[src/rtl/inst_fetch_stage_pkg.sv]
// Shared constants, types and state encodings for the instruction-fetch stage.
// Defining IF_ADEL_CHECK_EN at build time enables the fetch-address alignment check.
package inst_fetch_stage_pkg;

    localparam int INST_ADDR_BUS = 32;
    localparam int STALL_BUS     = 6;
    localparam int EXC_CODE_BUS  = 5;
    localparam int INST_BUS      = 32;

    typedef logic [INST_ADDR_BUS-1:0] inst_addr_t;
    typedef logic [EXC_CODE_BUS-1:0]  exc_code_t;
    typedef logic [INST_BUS-1:0]      inst_word_t;

    localparam inst_addr_t PC_INIT  = 32'hBFC0_0000;
    localparam exc_code_t  EXC_NONE = 5'h10;
    localparam exc_code_t  EXC_ADEL = 5'h04;

    localparam logic STOP   = 1'b1;
    localparam logic NOSTOP = 1'b0;

    // stall vector bit that holds the IF/ID register
    localparam int STALL_IF_ID = 1;

    localparam logic [2:0] ST_IDLE      = 3'd0;
    localparam logic [2:0] ST_REQ       = 3'd1;
    localparam logic [2:0] ST_WAIT      = 3'd2;
    localparam logic [2:0] ST_DONE      = 3'd3;
    localparam logic [2:0] ST_DROP_REQ  = 3'd4;
    localparam logic [2:0] ST_DROP_WAIT = 3'd5;

    typedef struct packed {
        inst_addr_t pc;
        inst_word_t inst;
        exc_code_t  exc;
    } fetch_word_t;

    localparam fetch_word_t HELD_RESET = '{pc: PC_INIT, inst: 32'd0, exc: EXC_NONE};

    function automatic logic addr_misaligned(input inst_addr_t addr);
        return addr[1:0] != 2'b00;
    endfunction

endpackage

[src/rtl/inst_fetch_stage_if.sv]
// SRAM-like instruction port between the fetch stage (master) and the AXI bridge (slave).
interface inst_fetch_stage_if;
    import inst_fetch_stage_pkg::*;

    logic       inst_req;
    inst_addr_t inst_addr;
    logic       inst_addr_ok;
    logic       inst_data_ok;
    inst_word_t inst_rdata;

    modport master (
        output inst_req,
        output inst_addr,
        input  inst_addr_ok,
        input  inst_data_ok,
        input  inst_rdata
    );

    modport slave (
        input  inst_req,
        input  inst_addr,
        output inst_addr_ok,
        output inst_data_ok,
        output inst_rdata
    );

endinterface

[src/rtl/inst_fetch_stage.sv]
// MIPS instruction-fetch stage: owns the PC, runs one outstanding fetch and holds the word for IF/ID.
// Build option IF_ADEL_CHECK_EN: misaligned fetch addresses raise EXC_ADEL instead of issuing a request.
//
// state        | meaning
// -------------+------------------------------------------------------------
// ST_IDLE      | just out of reset, request goes out next cycle
// ST_REQ       | inst_req raised at fetch_addr, waiting for inst_addr_ok
// ST_WAIT      | request accepted, waiting for inst_data_ok
// ST_DONE      | instruction held and valid, advances when IF/ID not stalled
// ST_DROP_REQ  | flushed while requesting; finish handshake for old address
// ST_DROP_WAIT | flushed after acceptance; discard the response, then fetch pc
module inst_fetch_stage
    import inst_fetch_stage_pkg::*;
(
    input  logic                   cpu_clk_50M,
    input  logic                   cpu_rst,
    input  logic [STALL_BUS-1:0]   stall,
    input  logic                   flush,
    input  inst_addr_t             flush_addr,
    input  logic                   jump_flag,
    input  inst_addr_t             jump_addr,
    inst_fetch_stage_if.master     inst_bus,
    output inst_addr_t             if_pc,
    output inst_addr_t             if_pc_plus_4,
    output inst_word_t             if_inst,
    output exc_code_t              if_exccode,
    output logic                   if_inst_data_ok,
    output logic                   stallreq_if
);

`ifdef IF_ADEL_CHECK_EN
    localparam logic ADEL_CHECK = 1'b1;
`else
    localparam logic ADEL_CHECK = 1'b0;
`endif

    logic [2:0]  state;
    logic [2:0]  state_nxt;
    inst_addr_t  pc;
    inst_addr_t  pc_nxt;
    inst_addr_t  fetch_addr;
    inst_addr_t  fetch_addr_nxt;
    logic        redir_vld;
    logic        redir_vld_nxt;
    inst_addr_t  redir_addr;
    inst_addr_t  redir_addr_nxt;
    inst_addr_t  next_pc;
    fetch_word_t held;
    fetch_word_t held_nxt;
    logic        adel_fault;
    logic        advance;
    logic        unused_stall;

    assign unused_stall = ^{stall[STALL_BUS-1:STALL_IF_ID+1], stall[STALL_IF_ID-1:0]};

    assign adel_fault = ADEL_CHECK && addr_misaligned(fetch_addr);
    assign advance    = (state == ST_DONE) && (stall[STALL_IF_ID] == NOSTOP);

    always_comb begin
        if (redir_vld) begin
            next_pc = redir_addr;
        end else if (jump_flag) begin
            next_pc = jump_addr;
        end else begin
            next_pc = pc + 32'd4;
        end
    end

    always_comb begin
        state_nxt      = state;
        pc_nxt         = pc;
        fetch_addr_nxt = fetch_addr;
        redir_vld_nxt  = redir_vld;
        redir_addr_nxt = redir_addr;
        held_nxt       = held;

        // a branch seen while the delay slot is still in flight is parked until the next advance
        if (jump_flag && !advance) begin
            redir_vld_nxt  = 1'b1;
            redir_addr_nxt = jump_addr;
        end

        case (state)
            ST_IDLE: begin
                state_nxt = ST_REQ;
            end
            ST_REQ: begin
                if (adel_fault) begin
                    held_nxt  = '{pc: fetch_addr, inst: '0, exc: EXC_ADEL};
                    state_nxt = ST_DONE;
                end else if (inst_bus.inst_addr_ok) begin
                    state_nxt = ST_WAIT;
                end
            end
            ST_WAIT: begin
                if (inst_bus.inst_data_ok) begin
                    held_nxt  = '{pc: fetch_addr, inst: inst_bus.inst_rdata, exc: EXC_NONE};
                    state_nxt = ST_DONE;
                end
            end
            ST_DONE: begin
                if (advance) begin
                    pc_nxt         = next_pc;
                    fetch_addr_nxt = next_pc;
                    redir_vld_nxt  = 1'b0;
                    state_nxt      = ST_REQ;
                end
            end
            ST_DROP_REQ: begin
                if (inst_bus.inst_addr_ok) begin
                    state_nxt = ST_DROP_WAIT;
                end
            end
            ST_DROP_WAIT: begin
                if (inst_bus.inst_data_ok) begin
                    fetch_addr_nxt = pc;
                    state_nxt      = ST_REQ;
                end
            end
            default: begin
                state_nxt = ST_IDLE;
            end
        endcase

        // flush overrides everything, but a raised request must still complete its handshake
        if (flush) begin
            pc_nxt        = flush_addr;
            redir_vld_nxt = 1'b0;
            held_nxt      = held;
            case (state)
                ST_REQ: begin
                    if (adel_fault) begin
                        fetch_addr_nxt = flush_addr;
                        state_nxt      = ST_REQ;
                    end else if (inst_bus.inst_addr_ok) begin
                        state_nxt = ST_DROP_WAIT;
                    end else begin
                        state_nxt = ST_DROP_REQ;
                    end
                end
                ST_WAIT: begin
                    if (inst_bus.inst_data_ok) begin
                        fetch_addr_nxt = flush_addr;
                        state_nxt      = ST_REQ;
                    end else begin
                        state_nxt = ST_DROP_WAIT;
                    end
                end
                ST_DROP_REQ: begin
                    fetch_addr_nxt = fetch_addr;
                end
                ST_DROP_WAIT: begin
                    if (inst_bus.inst_data_ok) begin
                        fetch_addr_nxt = flush_addr;
                    end
                end
                default: begin
                    fetch_addr_nxt = flush_addr;
                    state_nxt      = ST_REQ;
                end
            endcase
        end
    end

    always_ff @(posedge cpu_clk_50M or posedge cpu_rst) begin
        if (cpu_rst) begin
            state      <= ST_IDLE;
            pc         <= PC_INIT;
            fetch_addr <= PC_INIT;
            redir_vld  <= 1'b0;
            redir_addr <= PC_INIT;
            held       <= HELD_RESET;
        end else begin
            state      <= state_nxt;
            pc         <= pc_nxt;
            fetch_addr <= fetch_addr_nxt;
            redir_vld  <= redir_vld_nxt;
            redir_addr <= redir_addr_nxt;
            held       <= held_nxt;
        end
    end

    assign inst_bus.inst_req  = ((state == ST_REQ) && !adel_fault) || (state == ST_DROP_REQ);
    assign inst_bus.inst_addr = fetch_addr;

    assign if_pc           = held.pc;
    assign if_pc_plus_4    = held.pc + 32'd4;
    assign if_inst         = held.inst;
    assign if_exccode      = held.exc;
    assign if_inst_data_ok = (state == ST_DONE);
    assign stallreq_if     = (state != ST_DONE);

endmodule

[src/flat_wrapper.sv]
// flat-port wrapper written by rule: the top's interface ports become plain ports
module inst_fetch_stage_flat import inst_fetch_stage_pkg::*;
  (cpu_clk_50M, cpu_rst, stall, flush, flush_addr, jump_flag, jump_addr, if_pc, if_pc_plus_4, if_inst, if_exccode, if_inst_data_ok, stallreq_if, inst_bus_inst_req, inst_bus_inst_addr, inst_bus_inst_addr_ok, inst_bus_inst_data_ok, inst_bus_inst_rdata);
  inst_fetch_stage_if inst_bus_i ();
  input  logic cpu_clk_50M;
  input  logic cpu_rst;
  input  logic [STALL_BUS-1:0] stall;
  input  logic flush;
  input  inst_addr_t flush_addr;
  input  logic jump_flag;
  input  inst_addr_t jump_addr;
  output inst_addr_t if_pc;
  output inst_addr_t if_pc_plus_4;
  output inst_word_t if_inst;
  output exc_code_t if_exccode;
  output logic if_inst_data_ok;
  output logic stallreq_if;
  output wire logic [$bits(inst_bus_i.inst_req)-1:0] inst_bus_inst_req;
  output wire logic [$bits(inst_bus_i.inst_addr)-1:0] inst_bus_inst_addr;
  input wire logic [$bits(inst_bus_i.inst_addr_ok)-1:0] inst_bus_inst_addr_ok;
  input wire logic [$bits(inst_bus_i.inst_data_ok)-1:0] inst_bus_inst_data_ok;
  input wire logic [$bits(inst_bus_i.inst_rdata)-1:0] inst_bus_inst_rdata;
  assign inst_bus_inst_req = inst_bus_i.inst_req;
  assign inst_bus_inst_addr = inst_bus_i.inst_addr;
  assign inst_bus_i.inst_addr_ok = inst_bus_inst_addr_ok;
  assign inst_bus_i.inst_data_ok = inst_bus_inst_data_ok;
  assign inst_bus_i.inst_rdata = inst_bus_inst_rdata;
  inst_fetch_stage u_core (.cpu_clk_50M(cpu_clk_50M), .cpu_rst(cpu_rst), .stall(stall), .flush(flush), .flush_addr(flush_addr), .jump_flag(jump_flag), .jump_addr(jump_addr), .inst_bus(inst_bus_i), .if_pc(if_pc), .if_pc_plus_4(if_pc_plus_4), .if_inst(if_inst), .if_exccode(if_exccode), .if_inst_data_ok(if_inst_data_ok), .stallreq_if(stallreq_if));
endmodule
[config.mk]
export PLATFORM = sky130hd
export DESIGN_NAME = inst_fetch_stage_flat
export DESIGN_NICKNAME = d
export VERILOG_FILES = /design/src/rtl/inst_fetch_stage_pkg.sv /design/src/rtl/inst_fetch_stage_if.sv /design/src/rtl/inst_fetch_stage.sv /design/src/flat_wrapper.sv
export SDC_FILE = /design/constraint.sdc
export NUM_CORES = 1
export LEC_CHECK = 0
export BUFFER_PORTS_ARGS = -buffer_cell sky130_fd_sc_hd__buf_2
export CAP_MARGIN = 40
export CORE_MARGIN = 2
export CORE_UTILIZATION = 35
export CTS_CLUSTER_SIZE = 28
export DETAILED_ROUTE_END_ITERATION = 7
export MAX_ROUTING_LAYER = met4
export PLACE_DENSITY = 0.65
export SLEW_MARGIN = 20
export SYNTH_ARGS = -nofsm -noshare
export SYNTH_HDL_FRONTEND = slang
export SYNTH_SLANG_ARGS = --single-unit
[constraint.sdc]
create_clock -name cpu_clk_50M -period 5.9 [get_ports cpu_clk_50M]
set_input_delay 0.295 -clock cpu_clk_50M [delete_from_list [all_inputs] [get_ports cpu_clk_50M]]
set_output_delay 0.295 -clock cpu_clk_50M [all_outputs]
set_load 0.05 [all_outputs]
======== After elaboration in Yosys (flattened, before gate mapping) ========
Index checks and enable logic that the tools add are counted.
cells by class
  add/subtract/negate cells ............... 2
  eq/ne operators ......................... 7
  mux-type cells .......................... 25
  bitwise logic cells ..................... 2
  reduce and logical (&&, ||, !) cells .... 11
operators by type and width
  kind                                            count
  two-way mux 32 bit                              9
  case mux 32 bit (3 select lines)                1
  adder 32 x 3 -> 32 bit (second input constant)  2
  case mux 32 bit (2 select lines)                1
  two-way mux 3 bit                               7
  case mux 3 bit (6 select lines)                 1
  case mux 3 bit (3 select lines)                 1
  == test 3 x 2 -> 1 bit (second input constant)  2
  == test 3 bit (second input constant)           2
  two-way mux 1 bit                               5
  nonzero test 2 bit                              2
  OR reduction 2 bit                              2
  == test 3 x 1 -> 1 bit (second input constant)  1
  logical NOT 3 bit                               1
  != test 3 x 2 -> 1 bit (second input constant)  1
  AND reduction 3 bit                             1
  logical AND 1 bit                               2
  != test 2 bit (second input constant)           1
  NOT 1 bit                                       2
  AND reduction 2 bit                             1
  logical NOT 1 bit                               1
  logical OR 1 bit                                1
word-level totals
  register bits ........................... 164
  input port bits ......................... 108
  output and inout bits ................... 136
  logic and storage cells ................. 54

======== Longest topological paths before layout ========
Gate-level depths: netlist of run 1.
  depth in word-level cells ............... 8
  gate-level depth with buffers ........... 9
  mapped depth without buffers ............ 7

======== Worst setup path after synthesis of run 1 ========
OpenSTA, ideal clock, no wires.
  path kind ............................... register -> output
  from .................................... register u_core.held (netlist bit u_core.if_pc[2])
  to ...................................... output if_pc_plus_4[26]
  data arrival time ....................... 2669 ps
  required time ........................... 5605 ps
  path slack .............................. 2936 ps
  cell stages (with the launch flop) ...... 7
  buffers on the path ..................... 0
  cells stage by stage .................... dfrtp_1 ha_1 nand3_1 or3_1 nor2_1 nand3_1 xnor2_1
on the way
  word-level cells in the longest chain between the ends .. 1
RTL lines
  item                    RTL line                 text
  start, declared         inst_fetch_stage.sv:48   fetch_word_t held;
  start signal, assigned  inst_fetch_stage.sv:179  held <= held_nxt;
  adder 32 x 3 -> 32 bit  inst_fetch_stage.sv:187  assign if_pc_plus_4 = held.pc + 32'd4;
  end, declared           flat_wrapper.sv:13       output inst_addr_t if_pc_plus_4;
Every way passes these cells.

======== Worst setup path after layout of run 1 ========
  from .................................... register u_core.state[1]
  to ...................................... register u_core.fetch_addr[24] (netlist: u_core.inst_bus.inst_addr[24])
on the way
  word-level cells in the longest chain between the ends .. 7
  elaborated cells on any way between the ends .. 13
  those cells by class .................... eq/ne: 6; mux: 5; reduce/logical: 2
RTL lines
  item                              RTL line                                          text
  start, declared                   inst_fetch_stage.sv:37                            logic [2:0] state;
  start signal, assigned            inst_fetch_stage.sv:174                           state <= state_nxt;
  == test 3 x 2 -> 1 bit            inst_fetch_stage.sv:57, inst_fetch_stage.sv:83
  logical AND 1 bit                 inst_fetch_stage.sv:57                            assign advance = (state == ST_DONE) && (stall[STALL_IF_ID] == NOSTOP);
  two-way mux 32 bit                inst_fetch_stage.sv:102                           if (advance) begin
  case mux 32 bit (2 select lines)  inst_fetch_stage.sv:83                            case (state)
  two-way mux 32 bit                inst_fetch_stage.sv:142, inst_fetch_stage.sv:153
  case mux 32 bit (3 select lines)  inst_fetch_stage.sv:130                           case (state)
  two-way mux 32 bit                inst_fetch_stage.sv:126                           if (flush) begin
  end signal, assigned              inst_fetch_stage.sv:176                           fetch_addr <= fetch_addr_nxt;
  end, declared                     inst_fetch_stage.sv:41                            inst_addr_t fetch_addr;
Parallel ways exist; a longest one is shown, timed or not.
A chain may end at the register's enable or synchronous reset.

==> impl_metrics.json, run 1 <==
{
  "status": "finished clean",
  "num_io_pins": 244,
  "finalSetupTns_ns": 0,
  "synth.top_cell.area_share_pct": 35.3,
  "wl_mm": 29.8,
  "wl_per_cell_microns": 20.3,
  "finalHoldViolCount": 0,
  "drive_gt1_share_pct": 38.0,
  "synth_area_sq_mm": 0.00906,
  "min_delay_path_depth": 2,
  "fillers": 2493,
  "grt.total_usage_pct": 22.5,
  "switchingPower_mw": 2.91,
  "hold_path.class": "in2reg",
  "finClkSkew_ns": 0.00748,
  "internal_power_mw": 2.97,
  "multi_input_area_sq_mm": 0.00459,
  "port_buffers": 233,
  "power-per-cell-area_mw_per_mm2": 527,
  "drcViolationCount": 0,
  "post-dp-hpwl_mm": 21.6,
  "yosys_register_bits": 164,
  "gp_congestion": 0.869,
  "p_leak_nw": 5.18,
  "finalCritPeriodShare_pct": 52.3,
  "reg2reg_setup_slack_ns": 2.81,
  "die_area_sq_mm": 0.0272,
  "holdCritStartpoint": "inst_bus_inst_rdata[29]",
  "tightest_slew_ns": 0.870,
  "fp.dieH_microns": 165,
  "antenna_found_initial": 8,
  "setup.worst_path.class": "reg2reg",
  "drv_slew": 0,
  "max-cap-violations": 0,
  "reg2reg_depth": 7,
  "vias_per_cell": 5.60,
  "hold_end": "u_core.if_inst[29]",
  "cts_buffers": 17,
  "synth_edf_count": 0,
  "grt_remaining_overflow": 0,
  "rsz0062_at_grt": "false",
  "h-tree-depth": 4,
  "maxSlewHeadroom_pct": 41.5,
  "timing.rr.end": "u_core.inst_bus.inst_addr[24]",
  "clock_path_buffers": 2,
  "crit_path_start": "u_core.state[1]",
  "start_util_pct": 35.8,
  "register_area_sq_mm": 0.00415,
  "fin_nets": 1222,
  "row_count": 58,
  "synthArstFlopShare_pct": 100,
  "layout_min_cycle_time_ns": 3.09,
  "hold_slack_ns": 0.0812,
  "peakVddDrop_mv": 0.342,
  "drt_first_pass_iters": 8,
  "endpoint_kind": "flop",
  "yosysWarnings": 0,
  "syn2layout_area_growth_pct": 23.2,
  "drt_iter0_drc": 886,
  "synth_area_leader_cell": "dfrtp_1",
  "power_frac_seq_pct": 32.5,
  "path_clk_slew_ns": 0.07,
  "p_comb_share_pct": 46.9,
  "clock_latency_ns": 0.44,
  "start_kind": "flop",
  "reg2reg_from": "u_core.state[1]",
  "power_frac_clock_pct": 20.6,
  "synth_cells": 911,
  "via_count": 8197,
  "synthTopCellsByArea": "dfrtp_1 35%, mux2_2 12%, dfstp_2 10%, nand2_1 3.7%, a21oi_1 3.1%",
  "setup_viol": 0,
  "crit_required_ns": 6.26,
  "grt_pass1_vias": 7668,
  "fmax_mhz": 324,
  "core_area_sq_mm": 0.0253,
  "synth-seq-area-share_pct": 45.8,
  "cts_tree": "yes",
  "critPathMaxFanout": 28,
  "cts_sinks": 164,
  "synth_flop_cell": "dfrtp_1",
  "cp.arrival_ns": 3.45,
  "cts_setup_buffers": 0,
  "die-width_microns": 165,
  "clockRootBuffer": "clkbuf_16",
  "grt_pass1_wl_mm": 45.2,
  "grt_max_degree": 62,
  "p_sw_share_pct": 49.5,
  "synth_cell_type_count": 73,
  "antenna_left": 0,
  "fin_util_pct": 44.1,
  "syn_area_per_cell_sq_um": 9.95
}
[layout by cell type, fill, tap and decap left out, types with 17 or more instances in the layout]
master	netlist	routed
nand4_1	19	19
buf_2	9	234
a21oi_1	56	56
nor2_1	48	48
xnor2_1	27	27
o21ai_0	45	45
dfrtp_1	128	128
nand2_1	89	89
nor3_1	23	23
clkbuf_16	0	17
mux2_2	96	96
dfstp_2	36	36
nand3_1	25	24
[per-layer routing]
| metal | GRT usage (%) | share of wire (%) | routed length [microns] |
|---|---|---|---|
| met3 | 4.80 | 7.4 | 2220 |
| met2 | 33.5 | 45 | 13300 |
| met4 | 8.18 | 2.7 | 794 |
| met5 | - | 0 | 0 |
| met1 | 30.3 | 45 | 13500 |
[flip-flops by register name (all words and copies together) (netlist names)]
name	count
u_core.if_inst	32
u_core.if_pc	32
u_core.inst_bus.inst_addr	32
u_core.pc	32
u_core.redir_addr	32
u_core.redir_vld	1
u_core.state	3
[final cells by class]
class,instances,share of cell area (%)
Multi-Input combinational cell,666,41.1
Sequential cell,164,37.1
Timing Repair Buffer,249,11.8
Clock buffer,18,3.93
Tap cell,330,3.70
Clock inverter,14,1.70
Inverter,14,0.515
Antenna cell,8,0.179
[worst max-delay path by stage]
stage                               endpoint  slack [ns]  depth (start not counted)
6_report       u_core.inst_bus.inst_addr[24]        2.81                          7
5_1_grt        u_core.inst_bus.inst_addr[21]        2.66                          7
4_1_cts        u_core.inst_bus.inst_addr[21]        2.86                          5
3_5_place_dp   u_core.inst_bus.inst_addr[21]        2.88                          5
3_3_place_gp   u_core.inst_bus.inst_addr[16]        2.72                          6
2_1_floorplan              u_core.if_inst[0]        1.23                          1
[synthesized netlist by cell type, types with 8 or more instances]
library cell,number
o22ai_1,15
a31oi_1,13
mux2i_1,8
nand2_1,89
nand4_1,19
a221oi_1,13
xnor2_1,27
or3_1,10
o211ai_1,8
nor3_1,23
nor2_1,48
a21oi_1,56
and3_1,13
a22oi_1,10
dfrtp_1,128
xor2_1,15
o21ai_0,45
dfstp_2,36
nand3_1,25
inv_1,12
buf_2,9
clkbuf_1,50
a21o_1,10
mux2_2,96
[repair_timing]
item                      CTS  global route
hold endpoints to repair   41             0
hold buffers                1             0
gates resized for setup     0             0
[cell families after synthesis]
logic type,synth area share [%]
buffers and inverters,3.89
other,0.0829
and+or+nand+nor,15.1
adders and majority gates,0.276
DFF,45.8
AOI/OAI and AO/OA,18.0
xor gates and xnor gates,4.06
muxes,12.8
[through the flow]
step	std cells	instance area [sq um]	worst slack, ns	power, mW
finish	1463	11200	2.81	5.89
global route	1463	11200	2.66	6.19
CTS	1454	11100	2.86	5.90
detailed placement	1421	10500	2.88	4.68
global placement	1417	10400	2.72	4.63
floorplan	914	9070	1.23	3.93
[worst max-delay path: stages, from the launching register on]
cell and delay [ns]:
dfrtp_1 0.69, nand2b_1 0.25, nor2_1 0.07, buf_4 0.25, nor2_1 0.65, a21o_1 0.76
a222oi_1 0.19, o21ai_0 0.13
[power groups by stage]
stage	Combinational (mW)	Sequential (mW)	Clock [mW]
final	2.76	1.91	1.21
after global routing	2.93	1.98	1.28
after CTS	2.76	1.91	1.23
after detailed placement	2.75	1.93	0
after global placement	2.71	1.92	0
after floorplan	1.20	2.73	0
(Power assumes the default switching activity.)
==> inputs of run 2 (changes only) <==
clock period = 3.1 ns   (was 5.9 ns; I/O delays follow)
==> run 2 against run 1 <==
  * Cell area is 8.4% higher
  * Register-to-register slack worse by 2.3 ns
  * Total power is 89% higher
  * Final cell count is 6.7% higher
  * Combinational power is 95% higher
  * Clock power is 74% higher
  * Utilization is 3.7 points higher
  * Critical path depth stayed put
  * Sequential cell count stayed put
  * Wire length hardly changed
  * First-iteration DRC count is 16% higher
  * Count of clock-buffer cells in the layout stayed put
==> impl_metrics.json, run 2 (synthesis results as in run 1) <==
{
  "status": "finished clean",
  "drt_iter0_drc": 1030,
  "start_util_pct": 35.8,
  "internal_power_mw": 5.64,
  "grt_use_met2_pct": 34.0,
  "path_buf_inv": 1,
  "p_sw_share_pct": 49.3,
  "max-cap-violations": 0,
  "setup_viol": 0,
  "finalSetupTns_ns": 0,
  "drv_slew": 0,
  "rsz0062_at_grt": "false",
  "fmax_mhz": 360,
  "reg2reg_setup_slack_ns": 0.55,
  "gp_congestion": 0.881,
  "fillers": 2424,
  "met3_usage_pct": 4.62,
  "grt_pass1_wl_mm": 45.1,
  "final_common_cell": "buf_2",
  "dp_slack_ns": 0.620,
  "clockRootBuffer": "clkbuf_16",
  "dp_cells": 1435,
  "grt_max_degree": 116,
  "cp.depth": 7,
  "fin_nets": 1324,
  "power_frac_seq_pct": 32.8,
  "p_leak_nw": 5.59,
  "holdCritStartpoint": "flush_addr[8]",
  "power-per-cell-area_mw_per_mm2": 919,
  "grt.total_usage_pct": 22.4,
  "switchingPower_mw": 5.49,
  "die-width_microns": 165,
  "wl_per_cell_microns": 19.1,
  "via_count": 8525,
  "stdcell_count": 1561,
  "drive_gt1_share_pct": 35.9,
  "cts_tree": "yes",
  "p_comb_share_pct": 48.3,
  "fin_area_sq_mm": 0.0121,
  "power_frac_clock_pct": 19.0,
  "core_area_sq_mm": 0.0253,
  "cts_resized": 0,
  "vias_per_cell": 5.46,
  "cts_hold_buf": 90,
  "critPathTopFamily": "simple AND/OR/NAND/NOR gates",
  "grt_busiest_layer": "met2",
  "fp.dieH_microns": 165,
  "maxSlewHeadroom_pct": 44.2,
  "endpoint_kind": "primary output",
  "finClkSkew_ns": 0.0113,
  "timing.rr.end": "u_core.inst_bus.inst_addr[16]",
  "worst_slack_ns": 0.321,
  "port_buffers": 233,
  "grt_pass1_vias": 7820,
  "finalCritPeriodShare_pct": 89.6,
  "finalHoldViolCount": 0,
  "antenna_found_initial": 4,
  "clock_path_buffers": 2,
  "cts_buffers": 17,
  "tightest_slew_ns": 0.834,
  "cp.arrival_ns": 2.62,
  "use_met1_pct": 30.3,
  "crit_required_ns": 2.94,
  "layout_common_cells": "233 x buf_2, 128 x dfrtp_1, 96 x mux2_2",
  "h-tree-depth": 4,
  "syn2layout_area_growth_pct": 33.6,
  "setup.worst_path.class": "reg2out",
  "start_kind": "flop",
  "min_delay_path_depth": 3,
  "critPathMaxFanout": 7,
  "num_io_pins": 244,
  "post-dp-hpwl_mm": 21.8,
  "slowest_stage": "or3_1",
  "cp_slowest_stage_delay_ns": 0.52,
  "die_area_sq_mm": 0.0272,
  "path_clk_slew_ns": 0.07,
  "cts_setup_buffers": 0,
  "hold_end": "u_core.pc[8]",
  "register_area_sq_mm": 0.00415,
  "grt_remaining_overflow": 0,
  "reg2reg_from": "u_core.state[1]",
  "layout_min_cycle_time_ns": 2.78,
  "postPlaceCellArea_sq_mm": 0.0106,
  "p_total_mw": 11.1,
  "crit_path_start": "u_core.if_pc[2]",
  "peakVddDrop_mv": 0.624,
  "reg2reg_depth": 7,
  "drcViolationCount": 0,
  "cp_cell_sequence": "ha_1 > nand3_1 > or3_1 > nor2_1 > nand4_1 > xnor2_1 > buf_2",
  "wl_mm": 29.8,
  "cts_sinks": 164,
  "clock_latency_ns": 0.43,
  "antenna_left": 0,
  "row_count": 58,
  "drt_first_pass_iters": 5,
  "multi_input_area_sq_mm": 0.00459,
  "hold_path.class": "in2reg"
}
## run 2: layout make-up
class | instances | area share, %
diodes | 4 | 0.0827
clock buffers | 18 | 3.54
clock inverters | 14 | 1.24
multi-input cells | 666 | 37.9
flip-flops and latches | 164 | 34.3
well taps | 330 | 3.41
repair buffers | 351 | 19.1
inverters | 14 | 0.465
## run 2: power groups by stage
stage | Clock, mW | Combinational [mW] | Sequential (mW)
2_1_floorplan | 0 | 2.28 | 5.19
3_3_place_gp | 0 | 5.23 | 3.65
3_5_place_dp | 0 | 5.29 | 3.68
4_1_cts | 2.17 | 5.39 | 3.64
5_1_grt | 2.25 | 5.70 | 3.76
6_report | 2.11 | 5.37 | 3.65
## run 2: how the worst max path moves through the flow
stage                                                to  slack [ns]
after floorplan                        if_pc_plus_4[26]        0.28
after global placement    u_core.inst_bus.inst_addr[16]        0.65
after detailed placement  u_core.inst_bus.inst_addr[24]        0.62
after CTS                              if_pc_plus_4[30]        0.29
after global routing                   if_pc_plus_4[26]        0.14
final                                  if_pc_plus_4[30]        0.32
## run 2: worst register-to-register path: stages, from the launching register on
cell	delay (ns)
dfrtp_1	0.70
nand2b_1	0.24
nor2_1	0.08
nor2_1	0.64
a21o_1	0.28
buf_4	0.28
nand2_1	0.08
a32oi_1	0.16
## run 2: metrics by stage
stage | util (%) | hold slack, ns
floorplan | - | 0.276
global placement | 41.9 | 0.388
detailed placement | 41.9 | 0.388
CTS | 47.8 | 0.00306
global route | 47.8 | 0.0147
finish | 47.8 | 0.0124
## run 2: layer usage
layer / vias up / routed length, microns
li1: 4000 / -
met1: 4100 / 13600
met2: 381 / 13400
met3: 44 / 2160
met4: 0 / 639
met5: - / 0
==> inputs of run 3 (changes only) <==
CORE_MARGIN = unset   (was 2)
==> run 3 against run 2 <==
  * Global-route usage is 0.80 points higher
  * Critical path type unchanged
  * Clock power up 3%
  * Highest routed layer unchanged
  * Utilization increased by 0.064 points
  * Non-clock buffer count decreased by 2
  * Cell area rose by 0.13%
  * Register-to-register slack improved by 0.08 ns
  * Sequential share of layout area barely moved
  * Final cell count barely moved
  * Clock skew is 0.0011 ns lower
==> impl_metrics.json, run 3 (synthesis results as in run 1) <==
{
  "status": "finished clean",
  "layout_min_cycle_time_ns": 2.72,
  "gp_congestion": 0.907,
  "clockRootBuffer": "clkbuf_16",
  "start_kind": "flop",
  "clock_latency_ns": 0.43,
  "row_count": 58,
  "drcViolationCount": 0,
  "wl_per_cell_microns": 19.3,
  "grt_max_degree": 63,
  "grt_pass1_wl_mm": 45.8,
  "cts_setup_buffers": 0,
  "max-cap-violations": 0,
  "hold_path.class": "in2reg",
  "cts_tree": "yes",
  "critPathMaxFanout": 6,
  "endpoint_kind": "primary output",
  "drt_iter0_drc": 774,
  "die-width_microns": 163,
  "die_area_sq_mm": 0.0265,
  "h-tree-depth": 4,
  "finalCritPeriodShare_pct": 87.8,
  "via_count": 8590,
  "setup.worst_path.class": "reg2out",
  "p_leak_nw": 5.60,
  "grt_pass1_vias": 7960,
  "cp.arrival_ns": 2.57,
  "cts_buffers": 17,
  "fin_nets": 1322,
  "path_clk_slew_ns": 0.07,
  "clock_path_buffers": 2,
  "fp.dieH_microns": 163,
  "grt.total_usage_pct": 23.2,
  "final_common_cell": "buf_2",
  "vias_per_cell": 5.51,
  "tightest_slew_ns": 0.832,
  "maxSlewHeadroom_pct": 44.3,
  "cts_sinks": 164,
  "syn2layout_area_growth_pct": 33.8,
  "antenna_left": 0,
  "power-per-cell-area_mw_per_mm2": 925,
  "core_area_sq_mm": 0.0253,
  "post-dp-hpwl_mm": 22.0,
  "fin_util_pct": 47.9,
  "peakVddDrop_mv": 0.659,
  "grt_remaining_overflow": 0,
  "finClkSkew_ns": 0.0102,
  "reg2reg_depth": 6,
  "wl_mm": 30.1,
  "port_buffers": 233,
  "setup_viol": 0,
  "drv_slew": 0,
  "min_delay_path_depth": 3,
  "crit_required_ns": 2.94,
  "dp_slack_ns": 0.677,
  "worst_slack_ns": 0.379,
  "finalSetupTns_ns": 0,
  "drt_first_pass_iters": 6,
  "layout_common_cells": "233 x buf_2, 128 x dfrtp_1, 96 x mux2_2",
  "fmax_mhz": 367,
  "finalHoldViolCount": 0,
  "antenna_found_initial": 5,
  "rsz0062_at_grt": "false",
  "cts_resized": 0,
  "num_io_pins": 244,
  "start_util_pct": 35.8,
  "drive_gt1_share_pct": 36.0
}
-- run 3: cell types whose count changed in the layout (fill, tap and decap cells not counted), sizes merged --
cell,delta
buf,+1
clkbuf,+1
clkinv,-2
diode,+1
dlygate4sd3,-3
inv,+1
-- run 3: per-layer routing --
metal	vias up	share of wire, %	global-route usage, %
met5	-	0	-
met4	0	2.4	8.58
met3	43	7.1	4.00
met2	401	46	35.0
met1	4158	45	31.1
li1	3988	-	-
-- run 3: area by class of cell --
class                   instances  area, sq um
clock buffers                  19          443
repair buffers                349         2320
inverters                      14         56.3
multi-input cells             666         4590
well taps                     330          413
diodes                          5         12.5
fillers                      2382        13200
flip-flops and latches        164         4150
clock inverters                13          148
-- run 3: path summary, 6_finish.rpt --
kind	startpoint	to	slack, ns
max	u_core.if_pc[3]	if_pc_plus_4[30]	0.38
min	flush_addr[12]	u_core.pc[12]	0.01
max reg2reg	u_core.pc[4]	u_core.pc[25]	0.63
min reg2reg	u_core.if_inst[9]	u_core.if_inst[9]	0.50
max in group asynchronous	cpu_rst	u_core.pc[22]	2.07
min in group asynchronous	cpu_rst	u_core.if_inst[29]	0.18
-- run 3: worst max-delay path, stage by stage (launching register included) --
cell     delay [ns]
dfrtp_1        0.45
ha_1           0.24
nand3_1        0.20
or3_1          0.51
nor2_1         0.18
nand4_1        0.12
xnor2_1        0.15
buf_2          0.28
-- run 3: where the power goes --
part           internal (mW)  total (mW)  leakage [nW]  switching [mW]
clock                   1.22        2.17         0.283           0.941
sequential              2.89        3.65          2.01           0.752
combinational           1.57        5.41          3.31            3.84
total                   5.69        11.2          5.60            5.53
-- run 3: per-stage QoR --
| stage | area (sq um) | hold WS, ns | std cells | power [mW] |
|---|---|---|---|---|
| 2_1_floorplan | 9080 | 0.276 | 914 | 7.48 |
| 3_3_place_gp | 10600 | 0.332 | 1434 | 8.88 |
| 3_5_place_dp | 10600 | 0.341 | 1435 | 8.97 |
| 4_1_cts | 12100 | 0.000352 | 1554 | 11.2 |
| 5_1_grt | 12100 | 0.00712 | 1560 | 11.7 |
| 6_report | 12100 | 0.0122 | 1560 | 11.2 |
-- run 3: timing repair --
item | in CTS | in global routing
hold endpoints to repair | 116 | 0
hold buffers | 87 | 0
endpoints found under the setup margin | 0 | 0
